$ cat src/rtl/onchip_mem_arbiter.sv
// Two-master Avalon-MM arbiter in front of one single-port on-chip RAM.
// One grant per cycle; read data returns one cycle after acceptance, tagged per master.
module onchip_mem_arbiter #(
  parameter int ADDR_W     = 10,
  parameter int DATA_W     = 32,
  parameter int FIXED_PRIO = 0
) (
  input  logic                clk,
  input  logic                reset,
  input  logic [ADDR_W-1:0]   m0_address,
  input  logic [DATA_W/8-1:0] m0_byteenable,
  input  logic                m0_read,
  input  logic                m0_write,
  input  logic [DATA_W-1:0]   m0_writedata,
  output logic                m0_waitrequest,
  output logic [DATA_W-1:0]   m0_readdata,
  output logic                m0_readdatavalid,
  input  logic [ADDR_W-1:0]   m1_address,
  input  logic [DATA_W/8-1:0] m1_byteenable,
  input  logic                m1_read,
  input  logic                m1_write,
  input  logic [DATA_W-1:0]   m1_writedata,
  output logic                m1_waitrequest,
  output logic [DATA_W-1:0]   m1_readdata,
  output logic                m1_readdatavalid,
  output logic [ADDR_W-1:0]   mem_address,
  output logic [DATA_W/8-1:0] mem_byteenable,
  output logic                mem_chipselect,
  output logic                mem_write,
  output logic [DATA_W-1:0]   mem_writedata,
  output logic                mem_clken,
  input  logic [DATA_W-1:0]   mem_readdata
);

  logic       r_active;
  logic       r_last_grant;
  logic [1:0] r_rdv;
  logic       w_req0;
  logic       w_req1;
  logic       w_gnt0;
  logic       w_gnt1;

  assign w_req0 = m0_read | m0_write;
  assign w_req1 = m1_read | m1_write;

  // On a tie, round-robin hands the slot to whichever master did not win last.
  always_comb begin
    w_gnt0 = 1'b0;
    w_gnt1 = 1'b0;
    if (r_active) begin
      if (w_req0 && w_req1) begin
        if ((FIXED_PRIO != 0) || r_last_grant) begin
          w_gnt0 = 1'b1;
        end else begin
          w_gnt1 = 1'b1;
        end
      end else begin
        w_gnt0 = w_req0;
        w_gnt1 = w_req1;
      end
    end
  end

  // A read+write from one master is a write, so it never produces readdatavalid.
  always_ff @(posedge clk or posedge reset) begin
    if (reset) begin
      r_active     <= 1'b0;
      r_last_grant <= 1'b1;
      r_rdv        <= 2'b00;
    end else begin
      r_active <= 1'b1;
      if (w_gnt0) begin
        r_last_grant <= 1'b0;
      end else if (w_gnt1) begin
        r_last_grant <= 1'b1;
      end
      r_rdv[0] <= w_gnt0 & m0_read & ~m0_write;
      r_rdv[1] <= w_gnt1 & m1_read & ~m1_write;
    end
  end

  assign m0_waitrequest   = ~w_gnt0;
  assign m1_waitrequest   = ~w_gnt1;
  assign m0_readdatavalid = r_rdv[0];
  assign m1_readdatavalid = r_rdv[1];
  assign m0_readdata      = mem_readdata;
  assign m1_readdata      = mem_readdata;

  assign mem_address    = w_gnt1 ? m1_address    : m0_address;
  assign mem_byteenable = w_gnt1 ? m1_byteenable : m0_byteenable;
  assign mem_writedata  = w_gnt1 ? m1_writedata  : m0_writedata;
  assign mem_chipselect = w_gnt0 | w_gnt1;
  assign mem_write      = (w_gnt0 & m0_write) | (w_gnt1 & m1_write);
  assign mem_clken      = 1'b1;

endmodule

$ cat config.mk
export PLATFORM = sky130hd
export DESIGN_NAME = onchip_mem_arbiter
export DESIGN_NICKNAME = d
export VERILOG_FILES = /design/src/rtl/onchip_mem_arbiter.sv
export SDC_FILE = /design/constraint.sdc
export NUM_CORES = 1
export LEC_CHECK = 0
export CORE_AREA = 2 2 95 97
export CTS_CLUSTER_SIZE = 8
export DETAILED_ROUTE_END_ITERATION = 7
export DIE_AREA = 0 0 97 99
export PLACE_DENSITY = 0.69
export SKIP_LAST_GASP = 1
export SYNTH_ARGS = -nofsm -noshare
export SYNTH_HDL_FRONTEND = slang
export SYNTH_SLANG_ARGS = --single-unit
$ cat constraint.sdc
create_clock -name clk -period 1.6 [get_ports clk]
set_clock_uncertainty 0.15 [all_clocks]
set_input_delay 0.32 -clock clk [delete_from_list [all_inputs] [get_ports clk]]
set_output_delay 0.32 -clock clk [all_outputs]
set_load 0.01 [all_outputs]
==> impl_metrics.ini <==
[synthesis]
synth_compound_area_frac = 0.04143
synth-xor-area-share = 0
ys.warnings.count = 0
synth_mux_area_frac = 0.4463
syn_inst = 134
avgSynthCellArea_um2 = 9.916
ys_seq_elements = 4
synth_simple_gate_area_frac = 0.02448
yosys.area_share.adder = 0
synth_top_family_by_area = multiplexers
netlist-cell-type-count = 17
syn-cell-area_um2 = 1329
ys_seq_area_frac = 0.07627

[outcome]
violations = setup timing
status = complete, but fails checks

[clock_tree]
htreeDepth = 1
clock_sinks = 4
numCtsBuffers = 3
clock_path_buffers = 2
clk_pin_slew_ns = 0.03
insertion_delay_ns = 0.21
cts_tree = yes
cts_hold_buf = 0
cts_root_buf = clkbuf_8

[detailed_routing]
routedWlPerCell_um = 14.77
routed_wl_mm = 5.213
num_vias = 1389
drc = 0
routed_via_density = 3.935
drt.antenna.violating_nets = 0
dr.pass1.iters = 4
drtIter0Drc = 8

[pwr]
leakagePower_nw = 1.444
peakVddDrop_mv = 0.3350
power.density_nw_per_um2 = 495.5

[cells_and_area]
layout.nets = 376
utilization = 0.3559
design_area_um2 = 3043
final_cells = 353
final_cell_mix = clkdlybuf4s50_1, buf_6, mux2_4
final_common_cell = clkdlybuf4s50_1
antenna_cells = 0
drive_gt1_frac = 0.5592
syn2layout_area_growth_pct = 129.0

[critical_path]
crit_family = flip-flops
crit_path_start_kind = flop
worstSetupPathType = flop to primary output
slowest_stage = dfstp_2
critPathArrivalTime_ns = 1.73
cp_common_cell = buf_6
endpoint_kind = primary output
path_buf_inv = 4
path_max_fanout = 6
max_stage_delay_ns = 0.55
cp.required_ns = 1.13
path_cells = o21ai_4, nand2b_4, buf_6, buf_8, buf_16, mux2_4, buf_6

[global_route]
busiest_layer = met2
grt_pass1_wl_mm = 7.969
grtUsageTotal = 0.1038
grt.overflow.total = 0
grt_pass1_vias = 1591
grtUsageMet3 = 0.04539
use_met1 = 0.09936
grt_max_degree = 7
use_met2 = 0.1976
antenna_found_initial = 0

[placement]
postPlaceCellArea_um2 = 2520
dp_cells = 331
port_buffers = 149
dp_slack_ns = -1.018
finalWeightedCongestion = 0.8363
hpwl_mm = 3.764

[floorplanning]
io_pins = 247
die_area_um2 = 9603
core_um2 = 8551
die_w_um = 97
rows = 34
initial_core_util = 0.1554
die_h_um = 99

[sta]
hold_viol = 0
setup_viol = 49
whs_ns = 0.1339
period_needed_ns = 2.205
drv_slew = 0
timing.fmax_ghz = 0.4536
finalWorstSetupSlack_ns = -0.6045
fin_crit_sh = 1.378
rsz0062_at_grt = yes

[worst_hold_path]
hold_class = input port to async pin

[job]
maxCapViolCount = 0
area by class of cell:
| type | instances | area (um^2) |
|---|---|---|
| multi-input cells | 58 | 807.0 |
| flip-flops and latches | 4 | 101.3 |
| fillers | 851 | 5508 |
| repair buffers | 176 | 1943 |
| inverters | 3 | 11.26 |
| well taps | 108 | 135.1 |
| clock buffers | 4 | 45.04 |
final timing paths:
kind	from	to	slack (ns)	depth (start not counted)
hold reg to reg	r_active$_DFF_PP0_	r_last_grant$_DFFE_PP1P_	0.40	2
setup / recovery	r_last_grant$_DFFE_PP1P_	mem_byteenable[0]	-0.60	7
max in group asynchronous	reset	r_last_grant$_DFFE_PP1P_	0.94	2
hold / removal	reset	r_rdv[1]$_DFF_PP0_	0.13	2
min in group clk	m1_write	r_rdv[1]$_DFF_PP0_	0.26	3
setup reg to reg	r_last_grant$_DFFE_PP1P_	r_rdv[0]$_DFF_PP0_	0.05	6
synth_stat cells:
cell	n	area share
a21oi_1	1	0.0038
a32o_1	1	0.0075
buf_2	2	0.0075
buf_4	65	0.37
buf_6	3	0.025
conb_1	1	0.0028
dfrtp_1	3	0.056
dfstp_2	1	0.020
inv_1	3	0.0085
mux2_2	26	0.22
mux2_4	20	0.23
nand2b_4	1	0.010
nor2_1	1	0.0028
nor3b_1	2	0.011
o21ai_2	2	0.013
o221a_2	1	0.0085
o41a_1	1	0.0085
registers in the layout (all words and copies together), names as in the netlist:
name / flops
r_active: 1
r_rdv: 2
r_last_grant: 1
power by group:
group	switching, mW	internal (mW)	total (mW)
clock	0.0516	0.170	0.222
sequential	0.00714	0.113	0.120
combinational	0.356	0.810	1.17
total	0.415	1.09	1.51
repair_timing:
item | 4_1_cts | 5_1_grt
pin swaps | 2 | 1
gates cloned | 6 | 0
gates resized for setup | 305 | 8
endpoints found under the setup margin | 51 | 51
setup buffers | 10 | 3
cell families after synthesis:
kind of cell           Yosys count
AO/OA/AOI/OAI                    6
buffers and inverters           73
flip-flops                       4
multiplexers                    46
other                            1
AND/OR/NAND/NOR                  4
per-stage QoR:
step | setup TNS [ns] | power, mW
floorplan | -4.887 | 0.6304
global placement | -47.89 | 0.9855
detailed placement | -48.66 | 0.9934
CTS | -26.94 | 1.507
global route | -29.15 | 1.595
finish | -26.71 | 1.508
routing by layer:
metal,vias to the layer above,share of wire
met3,16,0.13
met2,149,0.52
li1,616,-
met5,-,0
met4,0,0.028
met1,608,0.32
Note: power is estimated with default switching activity, not from simulation.
